`src/rtl/results_loader_pkg.sv`:
```
// Shared constants and state type for the CPU-to-RAM loader and the results sender.
// Both sides use the same RAM map: counts at 1 and 2, T values from 3, X vector from 10.
package results_loader_pkg;

  localparam int NUMBER_OF_T_ADDRESS   = 1;
  localparam int NUMBER_OF_X_ADDRESS   = 2;
  localparam int STARTING_OF_T_ADDRESS = 3;
  localparam int STARTING_OF_X_ADDRESS = 10;

  typedef enum logic [2:0] {
    ST_IDLE,
    ST_HDR_T,
    ST_HDR_X,
    ST_LOAD_T,
    ST_LOAD_X,
    ST_DONE,
    ST_ERROR
  } loader_state_e;

  function automatic int beats_for(input int data_width);
    return data_width / 32;
  endfunction

endpackage

```
`src/rtl/results_loader_if.sv`:
```
// 32-bit CPU bus beat channel with a valid/ready handshake.
// The CPU side is the master; the loader is the slave.
interface results_loader_if;

  logic [31:0] CPU_Bus;
  logic        CPU_Valid;
  logic        Loader_Ready;

  modport master (output CPU_Bus, output CPU_Valid, input Loader_Ready);
  modport slave  (input CPU_Bus, input CPU_Valid, output Loader_Ready);

endinterface

```
`src/rtl/results_loader_word_packer.sv`:
```
// Builds RAM words from 32-bit beats, low half first.
// word and word_valid are combinational on the completing transfer, so the caller can register the write.
module word_packer
  import results_loader_pkg::*;
#(
  parameter int DATA_WIDTH = 64
) (
  input  logic                  CLK,
  input  logic                  RST,
  input  logic [31:0]           beat,
  input  logic                  xfer,
  input  logic                  clear,
  output logic [DATA_WIDTH-1:0] word,
  output logic                  word_valid
);

  if (beats_for(DATA_WIDTH) == 1) begin : g_single
    assign word       = beat;
    assign word_valid = xfer;
  end else begin : g_pair
    logic        phase_q, phase_d;
    logic [31:0] low_q, low_d;

    always_ff @(posedge CLK) begin
      if (RST) begin
        phase_q <= 1'b0;
        low_q   <= '0;
      end else begin
        phase_q <= phase_d;
        low_q   <= low_d;
      end
    end

    // Clear wins over a simultaneous transfer so an aborted load leaves no stale half.
    always_comb begin
      phase_d = phase_q;
      low_d   = low_q;
      if (clear) begin
        phase_d = 1'b0;
      end else if (xfer) begin
        phase_d = ~phase_q;
        if (!phase_q) low_d = beat;
      end
    end

    assign word       = {beat, low_q};
    assign word_valid = xfer && phase_q && !clear;
  end

endmodule

```
`src/rtl/results_loader.sv`:
```
// Receives the problem description from the CPU bus and writes it into solver RAM port A.
// Header counts go to fixed addresses, then T words and X words are written in stream order.
module results_loader
  import results_loader_pkg::*;
#(
  parameter int ADDRESS_WIDTH = 13,
  parameter int DATA_WIDTH    = 64,
  parameter int MAX_T         = 7,
  parameter int MAX_X         = 64
) (
  input  logic                     CLK,
  input  logic                     RST,
  input  logic                     Load_Enable,
  results_loader_if.slave          cpu,
  output logic                     RAM_Write_Enable,
  output logic [ADDRESS_WIDTH-1:0] RAM_Address,
  output logic [DATA_WIDTH-1:0]    RAM_Data,
  output logic                     Done_Loading,
  output logic                     Load_Error
);

  loader_state_e state_q, state_d;
  logic [ADDRESS_WIDTH-1:0] num_t_q, num_t_d;
  logic [ADDRESS_WIDTH-1:0] num_x_q, num_x_d;
  logic [ADDRESS_WIDTH-1:0] word_cnt_q, word_cnt_d;
  logic                     t_bad_q, t_bad_d;
  logic                     wr_en_q, wr_en_d;
  logic [ADDRESS_WIDTH-1:0] wr_addr_q, wr_addr_d;
  logic [DATA_WIDTH-1:0]    wr_data_q, wr_data_d;
  logic                     done_q, done_d;
  logic                     error_q, error_d;

  logic                     xfer;
  logic                     in_load;
  logic                     active;
  logic [ADDRESS_WIDTH-1:0] hdr_val;
  logic                     hdr_high;
  logic [DATA_WIDTH-1:0]    hdr_word;
  logic [DATA_WIDTH-1:0]    packed_word;
  logic                     packed_valid;

  assign active   = state_q inside {ST_HDR_T, ST_HDR_X, ST_LOAD_T, ST_LOAD_X};
  assign in_load  = state_q inside {ST_LOAD_T, ST_LOAD_X};
  assign cpu.Loader_Ready = active;
  assign xfer     = cpu.CPU_Valid && active;
  assign hdr_val  = cpu.CPU_Bus[ADDRESS_WIDTH-1:0];
  assign hdr_high = |cpu.CPU_Bus[31:ADDRESS_WIDTH];

  always_comb begin
    hdr_word       = '0;
    hdr_word[31:0] = cpu.CPU_Bus;
  end

  word_packer #(.DATA_WIDTH(DATA_WIDTH)) u_packer (
    .CLK        (CLK),
    .RST        (RST),
    .beat       (cpu.CPU_Bus),
    .xfer       (xfer && in_load),
    .clear      (!in_load || !Load_Enable),
    .word       (packed_word),
    .word_valid (packed_valid)
  );

  always_ff @(posedge CLK) begin
    if (RST) begin
      state_q    <= ST_IDLE;
      num_t_q    <= '0;
      num_x_q    <= '0;
      word_cnt_q <= '0;
      t_bad_q    <= 1'b0;
      wr_en_q    <= 1'b0;
      wr_addr_q  <= '0;
      wr_data_q  <= '0;
      done_q     <= 1'b0;
      error_q    <= 1'b0;
    end else begin
      state_q    <= state_d;
      num_t_q    <= num_t_d;
      num_x_q    <= num_x_d;
      word_cnt_q <= word_cnt_d;
      t_bad_q    <= t_bad_d;
      wr_en_q    <= wr_en_d;
      wr_addr_q  <= wr_addr_d;
      wr_data_q  <= wr_data_d;
      done_q     <= done_d;
      error_q    <= error_d;
    end
  end

  // Dropping Load_Enable in any active state abandons the load without a further write.
  always_comb begin
    state_d    = state_q;
    num_t_d    = num_t_q;
    num_x_d    = num_x_q;
    word_cnt_d = word_cnt_q;
    t_bad_d    = t_bad_q;
    wr_en_d    = 1'b0;
    wr_addr_d  = wr_addr_q;
    wr_data_d  = wr_data_q;

    if (active && !Load_Enable) begin
      state_d = ST_IDLE;
    end else begin
      case (state_q)
        ST_IDLE: begin
          word_cnt_d = '0;
          if (Load_Enable && !done_q) state_d = ST_HDR_T;
        end
        ST_HDR_T: begin
          if (xfer) begin
            num_t_d   = hdr_val;
            t_bad_d   = hdr_high || (hdr_val > ADDRESS_WIDTH'(MAX_T));
            wr_en_d   = 1'b1;
            wr_addr_d = ADDRESS_WIDTH'(NUMBER_OF_T_ADDRESS);
            wr_data_d = hdr_word;
            state_d   = ST_HDR_X;
          end
        end
        ST_HDR_X: begin
          if (xfer) begin
            num_x_d    = hdr_val;
            word_cnt_d = '0;
            wr_en_d    = 1'b1;
            wr_addr_d  = ADDRESS_WIDTH'(NUMBER_OF_X_ADDRESS);
            wr_data_d  = hdr_word;
            if (t_bad_q || hdr_high || (hdr_val > ADDRESS_WIDTH'(MAX_X)) || (hdr_val == '0))
              state_d = ST_ERROR;
            else if (num_t_q == '0)
              state_d = ST_LOAD_X;
            else
              state_d = ST_LOAD_T;
          end
        end
        ST_LOAD_T: begin
          if (packed_valid) begin
            wr_en_d   = 1'b1;
            wr_addr_d = ADDRESS_WIDTH'(STARTING_OF_T_ADDRESS) + word_cnt_q;
            wr_data_d = packed_word;
            if (word_cnt_q == num_t_q - ADDRESS_WIDTH'(1)) begin
              word_cnt_d = '0;
              state_d    = ST_LOAD_X;
            end else begin
              word_cnt_d = word_cnt_q + ADDRESS_WIDTH'(1);
            end
          end
        end
        ST_LOAD_X: begin
          if (packed_valid) begin
            wr_en_d   = 1'b1;
            wr_addr_d = ADDRESS_WIDTH'(STARTING_OF_X_ADDRESS) + word_cnt_q;
            wr_data_d = packed_word;
            if (word_cnt_q == num_x_q - ADDRESS_WIDTH'(1)) begin
              word_cnt_d = '0;
              state_d    = ST_DONE;
            end else begin
              word_cnt_d = word_cnt_q + ADDRESS_WIDTH'(1);
            end
          end
        end
        ST_DONE, ST_ERROR: begin
          if (!Load_Enable) state_d = ST_IDLE;
        end
        default: state_d = ST_IDLE;
      endcase
    end
  end

  // Flags rise one cycle after entering DONE/ERROR, i.e. after the last write strobe.
  assign done_d  = (state_q inside {ST_DONE, ST_ERROR}) && (state_d == state_q);
  assign error_d = (state_q == ST_ERROR) && (state_d == ST_ERROR);

  assign RAM_Write_Enable = wr_en_q;
  assign RAM_Address      = wr_addr_q;
  assign RAM_Data         = wr_data_q;
  assign Done_Loading     = done_q;
  assign Load_Error       = error_q;

endmodule

```
`src/flat_wrapper.sv`:
```
// flat-port wrapper written by rule: the top's interface ports become plain ports
module results_loader_flat import results_loader_pkg::*;
#(
  parameter int ADDRESS_WIDTH = 13,
  parameter int DATA_WIDTH    = 64,
  parameter int MAX_T         = 7,
  parameter int MAX_X         = 64
)
  (CLK, RST, Load_Enable, RAM_Write_Enable, RAM_Address, RAM_Data, Done_Loading, Load_Error, cpu_CPU_Bus, cpu_CPU_Valid, cpu_Loader_Ready);
  results_loader_if cpu_i ();
  input  logic CLK;
  input  logic RST;
  input  logic Load_Enable;
  output logic RAM_Write_Enable;
  output logic [ADDRESS_WIDTH-1:0] RAM_Address;
  output logic [DATA_WIDTH-1:0] RAM_Data;
  output logic Done_Loading;
  output logic Load_Error;
  input wire logic [$bits(cpu_i.CPU_Bus)-1:0] cpu_CPU_Bus;
  input wire logic [$bits(cpu_i.CPU_Valid)-1:0] cpu_CPU_Valid;
  output wire logic [$bits(cpu_i.Loader_Ready)-1:0] cpu_Loader_Ready;
  assign cpu_i.CPU_Bus = cpu_CPU_Bus;
  assign cpu_i.CPU_Valid = cpu_CPU_Valid;
  assign cpu_Loader_Ready = cpu_i.Loader_Ready;
  results_loader #(.ADDRESS_WIDTH(ADDRESS_WIDTH), .DATA_WIDTH(DATA_WIDTH), .MAX_T(MAX_T), .MAX_X(MAX_X)) u_core (.CLK(CLK), .RST(RST), .Load_Enable(Load_Enable), .cpu(cpu_i), .RAM_Write_Enable(RAM_Write_Enable), .RAM_Address(RAM_Address), .RAM_Data(RAM_Data), .Done_Loading(Done_Loading), .Load_Error(Load_Error));
endmodule
```
`config.mk`:
```
export PLATFORM = sky130hd
export DESIGN_NAME = results_loader_flat
export DESIGN_NICKNAME = d
export VERILOG_FILES = /design/src/rtl/results_loader_pkg.sv /design/src/rtl/results_loader_if.sv /design/src/rtl/results_loader_word_packer.sv /design/src/rtl/results_loader.sv /design/src/flat_wrapper.sv
export SDC_FILE = /design/constraint.sdc
export NUM_CORES = 1
export LEC_CHECK = 0
export ABC_AREA = 0
export CAP_MARGIN = 20
export CORE_MARGIN = 2
export CORE_UTILIZATION = 53
export DETAILED_ROUTE_END_ITERATION = 8
export PLACE_DENSITY = 0.83
export SETUP_SLACK_MARGIN = 0.15
export SLEW_MARGIN = 25
export SYNTH_ARGS = -nofsm -noshare
export SYNTH_HDL_FRONTEND = slang
export SYNTH_SLANG_ARGS = --single-unit
```
`constraint.sdc`:
```
create_clock -name CLK -period 7.5 [get_ports CLK]
set_input_delay 1.5 -clock CLK [delete_from_list [all_inputs] [get_ports CLK]]
set_output_delay 1.5 -clock CLK [all_outputs]
set_load 0.02 [all_outputs]
```
==> metrics.cfg <==
[final_layout]
area_growth_pct=24.6
multi_input_area_um2=4050
drive_gt1_share_pct=5.85
num-fill-cells=1115
final_core_util_pct=67.3
finalNonFillerCells=1188
final_cell_area_um2=9300
regArea_um2=3120
final_nets=1037
n_antenna_cell=0

[timing]
fin_crit_sh_pct=53.9
layout_min_cycle_time_ns=4.04
worst_pin_slew_ns=1.01
holdWs_ns=0.454
tns_ns=0
max_slew_margin_pct=32.4
layout_setup_ws_ns=3.46
fmax_ghz=0.247
finClkSkew_ns=0.00845
hold_viol_final=0
slew_viol_final=0
setup_viol=0
rsz0062_at_grt=false

[power_and_ir_drop]
p_clk_share_pct=45.2
netSwitchingPower_mw=0.481
power_frac_seq_pct=46.1
power_density_nw_per_um2=198
vdd.ir_drop.worst_mv=0.205
leakage_nw=3.27
pwr-share-comb_pct=8.6
p_int_mw=1.36
power.total_mw=1.84
switching_share_pct=26.1

[synth]
avgSynthCellArea_um2=8.10
syn_area_um2=7460
synth_compound_area_share_pct=20.6
syn_nets=964
synthFlopType=dfxtp_1
synthXorXnorAreaFrac_pct=5.11
ys_seq_elements=156
synth_cell_types=63
synth_area_leader_cell=dfxtp_1
ys_async_sr_fraction_pct=0
yosys.area_share.adder_pct=1.01
yosysWarnings=0
synthSimpleGateAreaFrac_pct=22.3
netlist_instances=922
synth_edf_count=0
ys_top_cells_by_area=dfxtp_1 42%, nand2_1 7.6%, a21oi_1 5.5%, nor2_1 5.1%, mux2i_1 4.8%
synth_mux_area_share_pct=4.83
ys_seq_area_share_pct=41.8
synth_top_family_by_area=simple AND/OR/NAND/NOR gates
synth_top_cell_area_share_pct=41.8

[setup_path]
end_kind=register
path_cells=clkdlybuf4s50_1 > nand2_1 > nor3b_2 > buf_4 > nand4_1 > and2_1 > o31a_1
arrival_ns=4.35
crit_type=input pin to register
critPathLaunchType=input pin
r2r-end=u_core.RAM_Address[7]$_SDFFE_PP0P_
ff2ff_path_depth=8
required_ns=7.81
critPathTopFamily=simple AND/OR/NAND/NOR gates
r2r_slack_ns=4.19
slowest_delay_ns=0.89
r2r_start=u_core.state_q[2]$_SDFF_PP0_
cp_num_buf_inv=2
cpMaxStageDelayCell=nor3b_2
crit_fanout=20

[route]
drt-total-wl_um=20200
num_vias=6972
antenna_left=0
viasPerCell=5.87
firstDrtPassIters=5
wl_per_cell_um=17.0
drc=0
drt_iter0_drc=609

[clocking]
postCtsHoldBufs=0
path_clk_slew_ns=0.07
cts_buffer_depth=2
cts_tree=built
cts_root_buf=clkbuf_16
cts_sinks=156
clkLatencyLatePin_ns=0.42
cts_max_level=4
post_cts_resized=0
post_cts_buffers=0
cts_made_buffers=17

[place]
gp_congestion=0.913
dp_slack_ns=3.04
io_buffer_count=116
placed_cell_area_um2=8700
dp_cells=1155
dpl.hpwl_um=13600

[floorplan]
initial_core_util_pct=54.0
die_y_um=123
coreArea_um2=13800
boundaryPins=117
dieArea_um2=15000
fp-row-count=43
die_x_um=123

[grt]
overflow=0
grt_max_degree=103
grt_use_total_pct=27.4
antenna_found_initial=0
grt_first_pass_wirelength_um=32800
grt_pass1_vias=6415

[run_status]
outcome=completed

[min_path]
whs_endpoint=u_core.u_packer.g_pair.low_q[4]$_SDFFE_PP0P_
hold_path_depth=2
hp-start=u_core.u_packer.g_pair.low_q[4]$_SDFFE_PP0P_
min_path_type=register to register

[flow_run]
cap_viol_max_count=0

-- cell families after synthesis --
family	Yosys count
and+or+nand+nor	363
xor gates and xnor gates	42
DFF	156
AOI/OAI and AO/OA	233
adders and majority gates	6
buffers and inverters	86
muxes	36
-- Yosys cell counts (8+ instances only) --
cell type and number:
nor2b_1 8, a21oi_1 82, nor4_1 9, nand2b_1 10, a211oi_1 37, inv_1 14
mux2i_1 36, clkbuf_1 64, dfxtp_1 156, o21ai_0 21, nand2_1 151, xnor2_1 27
a31oi_1 8, nand3_1 11, nor3_1 23, nor2_1 101, a22oi_1 40, xor2_1 14
-- area by class of cell --
class / count / area share, %
clock inverters: 13 / 1.33
multi-input cells: 680 / 43.6
clock buffers: 19 / 4.87
repair buffers: 126 / 13.7
flip-flops and latches: 156 / 33.6
inverters: 14 / 0.565
well taps: 180 / 2.42
-- registers in the layout, summed over array words and instances, names as in the netlist, 3 cells and up --
name	count
u_core.u_packer.g_pair.low_q	32
u_core.RAM_Data	64
u_core.num_x_q	13
u_core.state_q	3
u_core.RAM_Address	13
u_core.word_cnt_q	13
u_core.num_t_q	13
-- cell usage in the layout, fill, tap and decap left out, drive strengths merged, types with 19 or more instances in the layout --
master         netlist  layout
dfxtp              156     156
nand2              151     151
clkdlybuf4s50        0     115
nor2               101     101
a21oi               82      82
a22oi               40      40
a211oi              38      38
mux2i               36      36
xnor2               27      27
nor3                23      23
o21ai               21      21
inv                 14      21
clkbuf              65      19
-- worst register-to-register path: cells and delay by family, from the launching register on --
kind | cells | cell delay, ns
and+or+nand+nor | 4 | 1.46
AOI/OAI and AO/OA | 3 | 0.74
buffers and inverters | 1 | 0.29
DFF | 1 | 0.74
-- power by group through the flow --
stage / logic, mW / clock network (mW) / registers [mW]
floorplan: 0.0793 / 0 / 0.876
global placement: 0.153 / 0 / 0.869
detailed placement: 0.156 / 0 / 0.869
CTS: 0.157 / 0.842 / 0.851
global route: 0.173 / 0.878 / 0.852
finish: 0.159 / 0.834 / 0.851
-- per-layer routing --
| metal | up-vias | GRT usage, % | wire length (µm) |
|---|---|---|---|
| li1 | 3404 | - | - |
| met3 | 35 | 7.06 | 1480 |
| met4 | 0 | 8.84 | 401 |
| met5 | - | 0 | 0 |
| met1 | 3284 | 38.0 | 9120 |
| met2 | 249 | 41.6 | 9190 |
-- worst max-delay path by stage --
| stage | from | end | depth (start not counted) |
|---|---|---|---|
| 3_5_place_dp | Load_Enable | u_core.state_q[0]$_SDFF_PP0_ | 7 |
| 2_1_floorplan | cpu_CPU_Bus[3] | u_core.state_q[0]$_SDFF_PP0_ | 7 |
| 4_1_cts | Load_Enable | u_core.state_q[0]$_SDFF_PP0_ | 7 |
| 5_1_grt | Load_Enable | u_core.word_cnt_q[0]$_SDFFE_PP0P_ | 8 |
| 3_3_place_gp | cpu_CPU_Bus[7] | u_core.state_q[0]$_SDFF_PP0_ | 8 |
| 6_report | Load_Enable | u_core.state_q[0]$_SDFF_PP0_ | 7 |
(Power assumes the default switching activity.)
==> edit 1, RTL diff (same flow settings) <==
Take the reset off `wr_addr_q` and load it in a clocked block of its own.
--- a/src/rtl/results_loader.sv
+++ b/src/rtl/results_loader.sv
@@ -69,7 +69,6 @@
       word_cnt_q <= '0;
       t_bad_q    <= 1'b0;
       wr_en_q    <= 1'b0;
-      wr_addr_q  <= '0;
       wr_data_q  <= '0;
       done_q     <= 1'b0;
       error_q    <= 1'b0;
@@ -80,11 +79,14 @@
       word_cnt_q <= word_cnt_d;
       t_bad_q    <= t_bad_d;
       wr_en_q    <= wr_en_d;
-      wr_addr_q  <= wr_addr_d;
       wr_data_q  <= wr_data_d;
       done_q     <= done_d;
       error_q    <= error_d;
     end
+  end
+
+  always_ff @(posedge CLK) begin
+    wr_addr_q <= wr_addr_d;
   end
 
   // Dropping Load_Enable in any active state abandons the load without a further write.
Behaviour: differs if RST is asserted again (counterexample within 4 cycles, from zero or initial values and one cycle with RST high); with RST held inactive, the same outputs for 4 cycles.
==> edit 1 against the unedited design <==
  * Sequential power grew 2%
  * Global-route usage increased by 0.13 points
  * Synthesized area shrank 0.25%
  * Power increased by 6.0%
  * Sequential cell count is the same
  * Non-clock buffer count down 3
  * Combinational power grew 4%
  * Count of clock-buffer cells in the layout is 1 higher
  * Wire length grew 1.7%
  * Worst setup slack lost 0.091 ns
  * Cell count is 1.9% higher
  * First-iteration DRC count rose by 23%
  * Design area shrank 1.3%
==> edit 1: results (changes against the unedited design) <==
The clock transition at the register clock pins on the worst setup and hold paths after CTS was 0.06 ns; the maximum vdd drop was 0.2164 mV (+5.7%). The count of buffers added by post-CTS timing repair for setup came out at 0 (unchanged). The count of unique library cells instantiated by Yosys was 69 (+9.5%); the mean post-synth cell area was 7.846 um2 (-3.1%). The global router's overall resource usage came out at 27.56% (+0.13 points). Routability congestion estimate: 0.9213 (+0.93%). The pin count of the biggest net entering global routing was 114 (+11%). For the number of global-route vias before repair, the log shows 6616 (+3.1%). The cell count after placement came out at 1178 (+2.0%). Buffer cell driving the clock tree root: sky130_fd_sc_hd__clkbuf_16. For the source-to-sink clock delay at the later pin of the worst-skew pair, the log shows 0.43 ns. Proportion of synthesized chip area in sequential cells: 43.69% (+1.9 points). Half-perimeter wire length of the detailed placement result: 13160 um (-3.2%).

The flow ran to the end, and the final reports show no timing, DRC or antenna violations. The routed wirelength normalized by instance count is 16.99 um (-0.11%). The run gives 3.100 nW (-5.3%) as the static leakage power. The number of nets in the layout was 1059 (+2.1%). The vias after detailed routing is 7035 (+0.90%).

The path type of the worst min-delay path is register to register. The max-slew headroom at the worst pin is 37.90% (+5.5 points), and the number of resized instances in the post-cts repair step is 0 (unchanged). The logs give 2.453 ns (-0.5901 ns) for the worst setup slack after placement and 2 (unchanged) for the number of buffers on the longest clock path. The number of max-cap violations is 0 (unchanged), and the detailed router's first-iteration violation count is 748 (+23%). The tools report the antenna cell count as 0 (unchanged). The tools report the filler cell count in the final layout as 1154 (+3.5%). Final clock skew: 0.007048 ns (-0.001401 ns).

Sorting the synthesized cells by how often they occur yields 239 x sky130_fd_sc_hd__nand2_1, 143 x sky130_fd_sc_hd__dfxtp_1, 108 x sky130_fd_sc_hd__a21oi_1, 76 x sky130_fd_sc_hd__nor2_1, 59 x sky130_fd_sc_hd__clkbuf_1. Ranked by total cell area, the synthesized netlist is headed by sky130_fd_sc_hd__dfxtp_1 38%, sky130_fd_sc_hd__nand2_1 12%, sky130_fd_sc_hd__a21oi_1 7.3%. The number of H-tree levels came out at 4 (unchanged). The flip-flop count of the largest register after layout is 64 (unchanged). The detail-routed via count per cell was 5.814 (-0.93%). Dominant register cell in the synthesized netlist: sky130_fd_sc_hd__dfxtp_1. Largest driver fanout on the critical path: 80 (+300%). The count of yosys warnings during synthesis was 0 (unchanged); the arrival time reported for the critical path endpoint was 4.48 ns (+0.13 ns).

The fraction of layout cells with a size suffix above 1 works out to 5.534% (-0.32 points). The tools report the CTS buffer count as 17 (unchanged). The tools report the number of nets produced by synthesis as 991 (+2.8%). The tools report the smallest hold slack as 0.4501 ns (-0.003583 ns).

The number of flops mapped to enable cells by yosys was 13 (+13). The total of buffers placed on input and output ports came out at 116 (unchanged). The tools report the register-to-register setup slack as 4.07 ns (-0.12 ns). The initial antenna violation count is 0 (unchanged).

The tools report the number of search-and-repair iterations in the first detailed-routing pass as 5 (unchanged). Post-layout minimum cycle time: 4.133 ns (+0.09114 ns). The run gives 32510 um (-0.76%) as the first-pass GRT wire length. The proportion of synthesized flip-flops having asynchronous set or reset is 0% (unchanged).
[edit 1: cell count changes after synthesis, moves of 30 or more]
cell                       unedited run  this run
sky130_fd_sc_hd__a211oi_1            37         2
sky130_fd_sc_hd__a22oi_1             40         1
sky130_fd_sc_hd__a311oi_1             2        32
sky130_fd_sc_hd__mux2i_1             36         1
sky130_fd_sc_hd__nand2_1            151       239
sky130_fd_sc_hd__nand3_1             11        41
[edit 1: cell type report]
type | count | area [um2] | share of cell area (%)
multi-input cells | 703 | 3794 | 41.32
flip-flops and latches | 156 | 3253 | 35.44
repair buffers | 123 | 1215 | 13.23
clock buffers | 20 | 446.7 | 4.866
well taps | 180 | 225.2 | 2.453
clock inverters | 12 | 183.9 | 2.004
inverters | 16 | 62.56 | 0.6815
[edit 1: logic make-up after synthesis]
family,synth area share [%]
AOI/OAI and AO/OA,18.11
xor gates and xnor gates,5.596
adders and majority gates,1.008
buffers and inverters,5.562
DFF,43.69
muxes,0.2857
and+or+nand+nor,25.74
[edit 1: final timing paths]
path	start	cells after the start	end
worst max register to register	u_core.num_t_q[2]$_SDFFE_PP0P_	7	u_core.word_cnt_q[8]$_SDFFE_PP0P_
worst min-delay path	u_core.RAM_Data[55]$_SDFFE_PP0P_	2	u_core.RAM_Data[55]$_SDFFE_PP0P_
worst min register to register	u_core.RAM_Data[55]$_SDFFE_PP0P_	2	u_core.RAM_Data[55]$_SDFFE_PP0P_
worst max-delay path	Load_Enable	9	u_core.RAM_Data[50]$_SDFFE_PP0P_
[edit 1: where the power goes]
group          internal (W)  switching (W)  total, W
Combinational     0.0000664      0.0000987  0.000165
Clock              0.000570       0.000355  0.000925
Sequential         0.000852      0.0000128  0.000865
Total               0.00149       0.000466   0.00196
[edit 1: worst max-delay path: stages]
cell                              delay [ns]
sky130_fd_sc_hd__clkdlybuf4s50_1        0.61
sky130_fd_sc_hd__nand2_1                0.08
sky130_fd_sc_hd__a21oi_1                0.13
sky130_fd_sc_hd__o21ai_0                0.11
sky130_fd_sc_hd__or2_2                  0.58
sky130_fd_sc_hd__inv_4                  0.69
sky130_fd_sc_hd__buf_4                  0.42
sky130_fd_sc_hd__nand3_1                0.14
sky130_fd_sc_hd__a21oi_1                0.18
[edit 1: metal layers]
metal	global-route usage [%]	routed length [um]	vias to the layer above
li1	-	-	3412
met1	35.34	8927	3287
met2	45.63	9881	300
met3	6.134	1332	36
met4	9.842	410	0
met5	0	0	-
[edit 1: stage by stage]
step                power [W]  cell area [um2]
floorplan           0.0009777             7446
global placement     0.001044             8544
detailed placement   0.001046             8548
CTS                  0.001963             9179
global route         0.002014             9180
finish               0.001956             9180
==> edit 2, RTL diff (same flow settings) <==
Without the edit above. `ADDRESS_WIDTH` is set to 13 in 2 places; all go to 12.
--- a/src/rtl/results_loader.sv
+++ b/src/rtl/results_loader.sv
@@ -3,7 +3,7 @@
 module results_loader
   import results_loader_pkg::*;
 #(
-  parameter int ADDRESS_WIDTH = 13,
+  parameter int ADDRESS_WIDTH = 12,
   parameter int DATA_WIDTH    = 64,
   parameter int MAX_T         = 7,
   parameter int MAX_X         = 64
--- a/src/flat_wrapper.sv
+++ b/src/flat_wrapper.sv
@@ -1,7 +1,7 @@
 // flat-port wrapper written by rule: the top's interface ports become plain ports
 module results_loader_flat import results_loader_pkg::*;
 #(
-  parameter int ADDRESS_WIDTH = 13,
+  parameter int ADDRESS_WIDTH = 12,
   parameter int DATA_WIDTH    = 64,
   parameter int MAX_T         = 7,
   parameter int MAX_X         = 64
Interface: changed (resized RAM_Address); port bits go from 117 to 116. No check against the original RTL was run, so the function may have changed too.
==> edit 2 against the unedited design <==
  * Wire length down 3.2%
  * Sequential cell count down 4
  * Via count up 1.2%
  * Synthesized area down 3.5%
  * Power up 6.9%
  * Design area down 3.5%
  * Worst setup slack better by 0.15 ns
  * Sequential share of layout area up 0.31 points
==> edit 2: results (changes against the unedited design) <==
The logs give 693 (+1.9%) for the count of multi-input gates and 13.6% (+5.0 points) for the share of power burned in combinational logic. The multi-input gate share of the layout cell area is 43.09% (-0.47 points), and the total power is 0.001972 W (+6.9%). The run finished with clean final reports. The routed wirelength normalized by instance count came out at 16.49 um (-3.0%).

The global router's overall resource usage is 27.33% (-0.11 points). Compound-gate portion of the synthesized area: 19.72% (-0.89 points). Routed length on met1: 8340 um (-8.6%). The run gives 12780 um (-6.0%) as the half-perimeter wire length of the detailed placement result.

The data-path buffer share of cell area in the final layout is 13.60% (-0.093 points), and the synthesized netlist cell count is 932 (+1.1%). The tools report the final-layout clock buffer total as 21 (+2). The routing usage on met1 is 35.68% (-2.3 points). Total net switching power: 0.0005074 W (+5.6%). The logs give 3043 um2 (-2.6%) for the area used by sequential logic in the layout and 31710 um (-3.2%) for the first-pass GRT wire length.

The tools report the detailed router's first-iteration violation count as 624 (+2.5%). The number of nets in the layout is 1042 (+0.48%). The vias after detailed routing came out at 7055 (+1.2%). The maximum vdd drop was 0.1499 mV (-27%). The total of buffers placed on input and output ports was 115 (-0.86%); the area share of fa/ha/maj cells after synthesis was 1.043% (+0.037 points). The met2 capacity usage during global routing was 43.86% (+2.2 points). The met2 layer wire length in the routed design is 9177 um (-0.17%), and the wire length on met3 is 1433 um (-3.2%). The run gives 1098 (-1.5%) as the filler cell count in the final layout.
edit 2: changes by cell type after synthesis, moves of 15 or more:
cell | unedited run | this run
sky130_fd_sc_hd__nand2_1 | 151 | 218
sky130_fd_sc_hd__a211oi_1 | 37 | 2
sky130_fd_sc_hd__a311oi_1 | 2 | 34
sky130_fd_sc_hd__a22oi_1 | 40 | 13
sky130_fd_sc_hd__nand3_1 | 11 | 38
sky130_fd_sc_hd__mux2i_1 | 36 | 13
sky130_fd_sc_hd__a21oi_1 | 82 | 104
sky130_fd_sc_hd__nor3_1 | 23 | 8
edit 2: path summary, 6_finish.rpt:
| kind | start | end | slack [ns] | cells past startpoint |
|---|---|---|---|---|
| hold / removal | u_core.RAM_Data[61]$_SDFFE_PP0P_ | u_core.RAM_Data[61]$_SDFFE_PP0P_ | 0.45 | 2 |
| hold reg to reg | u_core.RAM_Data[61]$_SDFFE_PP0P_ | u_core.RAM_Data[61]$_SDFFE_PP0P_ | 0.45 | 2 |
| setup reg to reg | u_core.state_q[2]$_SDFF_PP0_ | u_core.RAM_Data[15]$_SDFFE_PP0P_ | 4.19 | 8 |
| setup / recovery | cpu_CPU_Bus[3] | u_core.state_q[1]$_SDFF_PP0_ | 3.61 | 8 |
edit 2: critical path, cell delays in order:
cell and delay [ns]:
sky130_fd_sc_hd__clkdlybuf4s50_1 0.52, sky130_fd_sc_hd__or4_1 0.62, sky130_fd_sc_hd__nand4bb_1 0.21, sky130_fd_sc_hd__a2111oi_0 0.76
sky130_fd_sc_hd__a31oi_1 0.17, sky130_fd_sc_hd__a21oi_1 0.15, sky130_fd_sc_hd__a2bb2oi_1 0.16, sky130_fd_sc_hd__a21oi_1 0.08
